File: src/rtl/svk_apb_slv_pkg.sv
// svk_apb_slv_pkg: shared FSM state type and decode-width helpers for the APB register bank
package svk_apb_slv_pkg;
    typedef enum logic [0:0] {IDLE = 1'b0, ACCESS = 1'b1} state_t;
    localparam int DEF_DATA_WIDTH = 32;
    localparam int STRB_W = DEF_DATA_WIDTH / 8;
    localparam int OFF_BITS = $clog2(STRB_W);
    function automatic int idx_bits(input int num_regs);
        return (num_regs < 2) ? 1 : $clog2(num_regs);
    endfunction
    function automatic int strb_bits(input int data_width);
        return data_width / 8;
    endfunction
    function automatic int off_bits(input int data_width);
        return $clog2(data_width / 8);
    endfunction
endpackage

File: src/rtl/svk_apb_slv_wait_ctr.sv
// svk_apb_slv_wait_ctr: wait-state counter and pready generation for the APB completer
module svk_apb_slv_wait_ctr #(
    parameter int WAIT_CYCLES = 0
) (
    input  logic pclk,
    input  logic presetn,
    input  logic clr,
    input  logic active,
    input  logic psel,
    input  logic penable,
    output logic pready
);
    localparam logic [3:0] WC = 4'(WAIT_CYCLES);
    logic [3:0] cnt;
    always_ff @(posedge pclk or negedge presetn) begin
        if (!presetn) cnt <= '0;
        else if (clr) cnt <= '0;
        else if (active && cnt < WC) cnt <= cnt + 4'd1;
    end
    assign pready = active && (cnt == WC) && psel && penable;
endmodule

File: src/rtl/svk_apb_slv_regbank.sv
// svk_apb_slv_regbank: APB completer register bank with fixed wait states and a write-notify port
// Define SVK_APB_SLV_PROT_CHECK_EN to make the upper register half require pprot[0]=1.
import svk_apb_slv_pkg::*;
module svk_apb_slv_regbank #(
    parameter int ADDR_WIDTH  = 32,
    parameter int DATA_WIDTH  = 32,
    parameter int NUM_REGS    = 16,
    parameter int WAIT_CYCLES = 0
) (
    input  logic                        pclk,
    input  logic                        presetn,
    input  logic [ADDR_WIDTH-1:0]       paddr,
    input  logic                        psel,
    input  logic                        penable,
    input  logic                        pwrite,
    input  logic [DATA_WIDTH-1:0]       pwdata,
    input  logic [DATA_WIDTH/8-1:0]     pstrb,
    input  logic [2:0]                  pprot,
    output logic [DATA_WIDTH-1:0]       prdata,
    output logic                        pready,
    output logic                        pslverr,
    output logic                        wr_pulse,
    output logic [$clog2(NUM_REGS)-1:0] wr_idx
);
    localparam int SW = strb_bits(DATA_WIDTH);
    localparam int OB = off_bits(DATA_WIDTH);
    localparam int IW = idx_bits(NUM_REGS);
    state_t state, next_state;
    logic [IW-1:0] idx;
    logic err, prot_err, commit;
    logic [DATA_WIDTH-1:0] regs [NUM_REGS];
    svk_apb_slv_wait_ctr #(.WAIT_CYCLES(WAIT_CYCLES)) u_wait (
        .pclk(pclk),
        .presetn(presetn),
        .clr(state == IDLE),
        .active(state == ACCESS),
        .psel(psel),
        .penable(penable),
        .pready(pready)
    );
`ifdef SVK_APB_SLV_PROT_CHECK_EN
    assign prot_err = idx[IW-1] && !pprot[0];
`else
    logic unused_pprot;
    assign unused_pprot = ^pprot;
    assign prot_err = 1'b0;
`endif
    // Masking/shifting instead of slicing keeps the decode legal when DATA_WIDTH=8 (no offset bits).
    always_comb begin
        idx    = IW'(paddr >> OB);
        err    = |(paddr & ADDR_WIDTH'(SW - 1)) || |(paddr >> (OB + IW)) || prot_err;
        commit = pready && pwrite && !err;
        prdata = (pready && !pwrite && !err) ? regs[idx] : '0;
        pslverr = pready && err;
    end
    always_comb begin
        next_state = state;
        case (state)
            IDLE:    if (psel && !penable) next_state = ACCESS;
            ACCESS:  if (pready || !psel) next_state = IDLE;
            default: next_state = IDLE;
        endcase
    end
    always_ff @(posedge pclk or negedge presetn) begin
        if (!presetn) begin
            state    <= IDLE;
            wr_pulse <= 1'b0;
            wr_idx   <= '0;
            for (int i = 0; i < NUM_REGS; i++) regs[i] <= '0;
        end else begin
            state    <= next_state;
            wr_pulse <= commit;
            if (commit) wr_idx <= idx;
            if (commit)
                for (int b = 0; b < SW; b++)
                    if (pstrb[b]) regs[idx][8*b +: 8] <= pwdata[8*b +: 8];
        end
    end
endmodule

File: config.mk
export PLATFORM = sky130hd
export DESIGN_NAME = svk_apb_slv_regbank
export DESIGN_NICKNAME = d
export VERILOG_FILES = /design/src/rtl/svk_apb_slv_pkg.sv /design/src/rtl/svk_apb_slv_wait_ctr.sv /design/src/rtl/svk_apb_slv_regbank.sv
export SDC_FILE = /design/constraint.sdc
export NUM_CORES = 1
export LEC_CHECK = 0
export CAP_MARGIN = 5
export CORE_ASPECT_RATIO = 1.5
export CORE_MARGIN = 2
export CORE_UTILIZATION = 45
export CTS_CLUSTER_DIAMETER = 120
export DETAILED_ROUTE_END_ITERATION = 8
export REMOVE_ABC_BUFFERS = 1
export SYNTH_ARGS = -nofsm -noshare
export SYNTH_HDL_FRONTEND = slang
export SYNTH_SLANG_ARGS = --single-unit
File: constraint.sdc
create_clock -name pclk -period 4 [get_ports pclk]
set_input_delay 0.8 -clock pclk [delete_from_list [all_inputs] [get_ports pclk]]
set_output_delay 0.8 -clock pclk [all_outputs]
set_load 0.02 [all_outputs]
## Word-level counts from Yosys, hierarchy flattened

Index checks and enable logic that the tools add are counted.

- Bits in latches: 0
- Flip-flop bits (word level): 522
- Memories kept: 0
- Memory bits (writable): 0
- Bits in read-only memories: 0
- Input port bits: 76

- Muxes and demuxes: 28
- Divide/modulo/power cells: 0
- Bitwise gates (word level): 2
- Shift-type cells: 0
- $lt $le $gt $ge: 3
- Reduce and logical (&&, ||, !) cells: 20
- Multipliers: 0
- Eq/ne operators: 1
- Add/sub/neg operators: 1

Operators with widths:

| operator | count |
|---|---|
| $mux 512 | 7 |
| $bwmux 512 | 4 |
| $demux 32 s4 | 4 |
| $bmux 32 s4 | 1 |
| $mux 32 | 4 |
| $reduce_or 26->1 | 1 |
| $mux 24 | 1 |
| $mux 16 | 1 |
| $logic_and 1x1->1 | 11 |
| $mux 4 | 2 |
| $mux 8 | 1 |
| $ge 5x5->1 const B | 1 |
| $lt 5x1->1 const B | 1 |
| $not 4->5 | 1 |
| $add 4x1->4 const B | 1 |
| $logic_not 1->1 | 4 |
| $logic_not 4->1 | 1 |
| $lt 4x1->1 const B | 1 |
| $logic_or 1x1->1 | 2 |
| $mux 1 | 2 |
| $ne 2x1->1 const B | 1 |
| $pmux 1 s2 | 1 |
| $reduce_or 2->1 | 1 |
| $not 1->1 | 1 |

## Longest topological paths before layout

- Depth in word-level cells: 16
- Depth in mapped cells: 7

## By module

Synthesis repeated with hierarchy kept, for this count alone.

- Cells, all modules: 1477
- Area total of the unflattened synthesis: 24205.7 µm²

Modules (own cells, without submodules):

| module | cells an instance | instances | area each (µm²) | sequential area each (µm²) |
|---|---|---|---|---|
| svk_apb_slv_regbank | 1476 | 1 | 24199.5 | 12962.4 |
| svk_apb_slv_wait_ctr | 1 | 1 | 6.3 | 0.0 |

## Worst setup path before layout

No wires, ideal clock.

- Kind: input port to output port
- From: input paddr[2]
- To: output prdata[22]
- Required time: 3.200 ns
- Stages on the path: 6
- Path buffers: 3
- Arrival time: 2.989 ns
- Setup slack: 0.211 ns
- Path through: clkbuf_1 -> clkbuf_1 -> buf_1 -> mux4_2 -> a22oi_1 -> a21oi_1

- Longest elaborated chain between the ends: 5

Ends and longest elaborated chain:

| item | line | source |
|---|---|---|
| from (decl) | svk_apb_slv_regbank.sv:12 | `input logic [ADDR_WIDTH-1:0] paddr,` |
| $not 4->5 (not written as such) | svk_apb_slv_regbank.sv:53 | `prdata = (pready && !pwrite && !err) ? regs[idx] : '0;` |
| $bmux 32 s4 | svk_apb_slv_regbank.sv:53 |  |
| $mux 32 (not written as such) (2 in a row) | svk_apb_slv_regbank.sv:53 |  |
| $mux 32 | svk_apb_slv_regbank.sv:53 |  |
| to (decl) | svk_apb_slv_regbank.sv:19 | `output logic [DATA_WIDTH-1:0] prdata,` |

Every way passes these cells. The select of a mux whose other input is x is not followed.

## Worst setup path in the final report

- From: input paddr[28]
- To: output prdata[16]

- Longest elaborated chain between the ends: 5

Ends and longest elaborated chain:

| item | line | source |
|---|---|---|
| $reduce_or 26->1 | svk_apb_slv_regbank.sv:51 | `err = \|(paddr & ADDR_WIDTH'(SW - 1)) \|\| \|(paddr >> (OB + IW)) \|\| prot_err;` |
| $logic_or 1x1->1 | svk_apb_slv_regbank.sv:51 |  |
| $logic_not 1->1 | svk_apb_slv_regbank.sv:53 |  |
| $logic_and 1x1->1 | svk_apb_slv_regbank.sv:53 |  |
| $mux 32 | svk_apb_slv_regbank.sv:53 |  |

Every way passes these cells.

==> impl_metrics.json <==
{
  "dp_hpwl_um": 38900,
  "tightestPinTransition_ps": 1140,
  "grt_first_pass_wirelength_um": 91700,
  "wl_um": 59500,
  "final_area_sq_um": 29200,
  "place_congestion": 0.751,
  "min_path_type": "in -> async",
  "drtPass1Iterations": 5,
  "final_cells": 2443,
  "ctsLongestPathBuffers": 3,
  "grt_start_max_net_pins": 88,
  "worstPathMaxFanout": 8,
  "clock-root-buffer": "clkbuf_16",
  "cap_viol_max_count": 0,
  "critPathKind": "in -> out",
  "required_ps": 3200,
  "initial_core_util_pct": 45.6,
  "path_cells": "dlymetal6s2s_1 > or4_4 > or3_4 > or4_4 > clkbuf_16 > a21oi_2 > buf_4",
  "syn2layout_area_growth_pct": 21.1,
  "synth_area_sq_um": 24100,
  "grt_pass1_vias": 15400,
  "arrival_ps": 3070,
  "routed_via_density": 5.77,
  "num_rows": 103,
  "cp-start-kind": "input port",
  "pin_count": 115,
  "rsz0062_at_grt": "false",
  "power_density_nw_per_um2": 364,
  "run_status": "complete, no violations",
  "synth_top_cell_area_share_pct": 53.8,
  "cts_max_level": 2,
  "yosysSeqAreaShare_pct": 53.8,
  "post-route-period-util_pct": 96.8,
  "fin_crit_ps": 3870,
  "cts_hold_buffers": 0,
  "dieArea_sq_um": 55400,
  "grt_overflow": 0,
  "fp.dieW_um": 193,
  "path_common_cell": "or4_4",
  "max_freq_ghz": 0.258,
  "yosys_register_bits": 518,
  "cp_num_buf_inv": 3,
  "place_inst": 2351,
  "dpl_cell_area_sq_um": 27300,
  "syn_avg_cell_area_sq_um": 15.9,
  "insertion_delay_ps": 570,
  "reg2reg_depth": 5,
  "syn-instance-count": 1519,
  "synth_edf_count": 0,
  "reg2reg_to": "wr_idx[3]",
  "route.detailed.drc": 0,
  "final_antenna_net_count": 0,
  "fp.dieH_um": 287,
  "synth_common_cells": "dfrtp_1, mux2_2, mux4_2",
  "report.final.setup_viol": 0,
  "async_reset_ff_share_pct": 100,
  "cts.sinks": 518,
  "critPathCaptureType": "output pin",
  "worst_path_max_delay_cell": "or4_4",
  "antenna_found_initial": 2,
  "n_fill_cell": 4272,
  "io_buffer_count": 111,
  "wl_per_cell_um": 24.3,
  "layout-drive-gt1-share_pct": 56.0,
  "vias": 14100,
  "synth.distinct_cells": 27,
  "maxSlewViolCount": 0,
  "relSlewSlack_pct": 23.6,
  "cts.clk_slew.worst_paths_ps": 60,
  "track_usage_pct": 21.9,
  "drt_iter0_drc": 645,
  "hold_viol": 0,
  "cts_tree": "built",
  "synthFlopType": "dfrtp_1",
  "ys_warn_count": 0,
  "placeableCoreArea_sq_um": 52800,
  "reg2reg_from": "state",
  "peakVddDrop_v": 0.000296,
  "path_delay_family": "simple AND/OR/NAND/NOR gates",
  "antenna-diode-count": 0,
  "cpPeakStageDelay_ps": 660,
  "synth_most_common_cell": "dfrtp_1",
  "numCtsBuffers": 50,
  "synth_top_cell_by_area": "dfrtp_1",
  "r2r_slack_ps": 1640,
  "synth.top_cells.by_area": "dfrtp_1, mux2_2, mux4_2",
  "nNetsFinal": 1802,
  "p_leak_nw": 14.2,
  "clock-skew-final_ps": 7.10
}
[layer usage]
| layer | wire length, um | part of all wire (%) | track usage (%) | vias to the layer above |
|---|---|---|---|---|
| met2 | 30800 | 52 | 37.5 | 273 |
| met5 | 26 | 0.044 | 0 | - |
| met1 | 24600 | 41 | 28.7 | 7538 |
| met4 | 1600 | 2.7 | 6.69 | 4 |
| li1 | - | - | - | 6191 |
| met3 | 2470 | 4.1 | 3.22 | 86 |
[cells in the final DEF (no fill, tap or decap), drive strengths merged, types with 12 or more instances in the layout]
master           n
dfrtp          518
nor3            48
buf            186
mux2           516
a21oi           32
nand4           18
clkbuf          78
a22oi           64
clkdlybuf4s50   64
dlymetal6s2s    12
nand2           48
mux4           128
[through the flow]
stage	power [mW]	hold slack, ps	TNS [ps]	util, %	setup slack, ps
finish	10.6	260	0	55.2	128
global route	11.0	288	0	55.2	39.2
CTS	10.8	261	-114	54.8	-29.0
detailed placement	5.88	473	-17480	51.7	-568
global placement	5.87	463	-16500	51.7	-524
floorplan	5.43	453	-1151300	-	-4120
[worst max path at each step]
| stage | slack, ps | end | cells past startpoint | startpoint |
|---|---|---|---|---|
| floorplan | -4120 | prdata[0] | 4 | paddr[14] |
| detailed placement | -570 | prdata[9] | 7 | paddr[19] |
| global route | 40 | prdata[17] | 7 | paddr[14] |
| finish | 130 | prdata[16] | 7 | paddr[28] |
| global placement | -520 | prdata[15] | 7 | paddr[19] |
| CTS | -30 | prdata[20] | 7 | paddr[19] |
[where the power goes]
group	internal (mW)	switching, mW	total (mW)
Clock	2.85	1.99	4.85
Combinational	0.189	0.342	0.531
Sequential	5.24	0.000246	5.24
[registers in the layout, summed over array words and instances (netlist names)]
name	cells
wr_idx	4
regs	512
state	1
wr_pulse	1
[logic make-up after synthesis]
| kind of cell | count (synthesis) | share of synthesized area (%) |
|---|---|---|
| AO/OA/AOI/OAI | 96 | 2.66 |
| multiplexers | 644 | 36.1 |
| buffers and inverters | 110 | 1.79 |
| AND/OR/NAND/NOR | 151 | 5.65 |
| flip-flops | 518 | 53.8 |
[worst reg2reg max path: cells and delay by family, from the launching register on]
kind | cells | cell delay (ps)
and+or+nand+nor | 3 | 1240
muxes | 1 | 400
DFF | 1 | 340
buffers and inverters | 1 | 270
[layout make-up]
type / instances / area (sq um) / area share (%)
Clock buffer: 76 / 1550 / 5.32
Clock inverter: 11 / 135 / 0.463
Inverter: 1 / 3.75 / 0.0129
Multi-Input combinational cell: 891 / 10800 / 37.1
Sequential cell: 518 / 13000 / 44.4
Tap cell: 682 / 853 / 2.93
Timing Repair Buffer: 264 / 2830 / 9.72
[repair_timing]
| action | CTS | global route |
|---|---|---|
| gates resized for setup | 142 | 53 |
| endpoints found under the setup margin | 32 | 32 |
| buffers inserted | 0 | 2 |
| gates cloned | 1 | 2 |
| pin swaps | 0 | 5 |
Note: power is estimated with default switching activity, not from simulation.
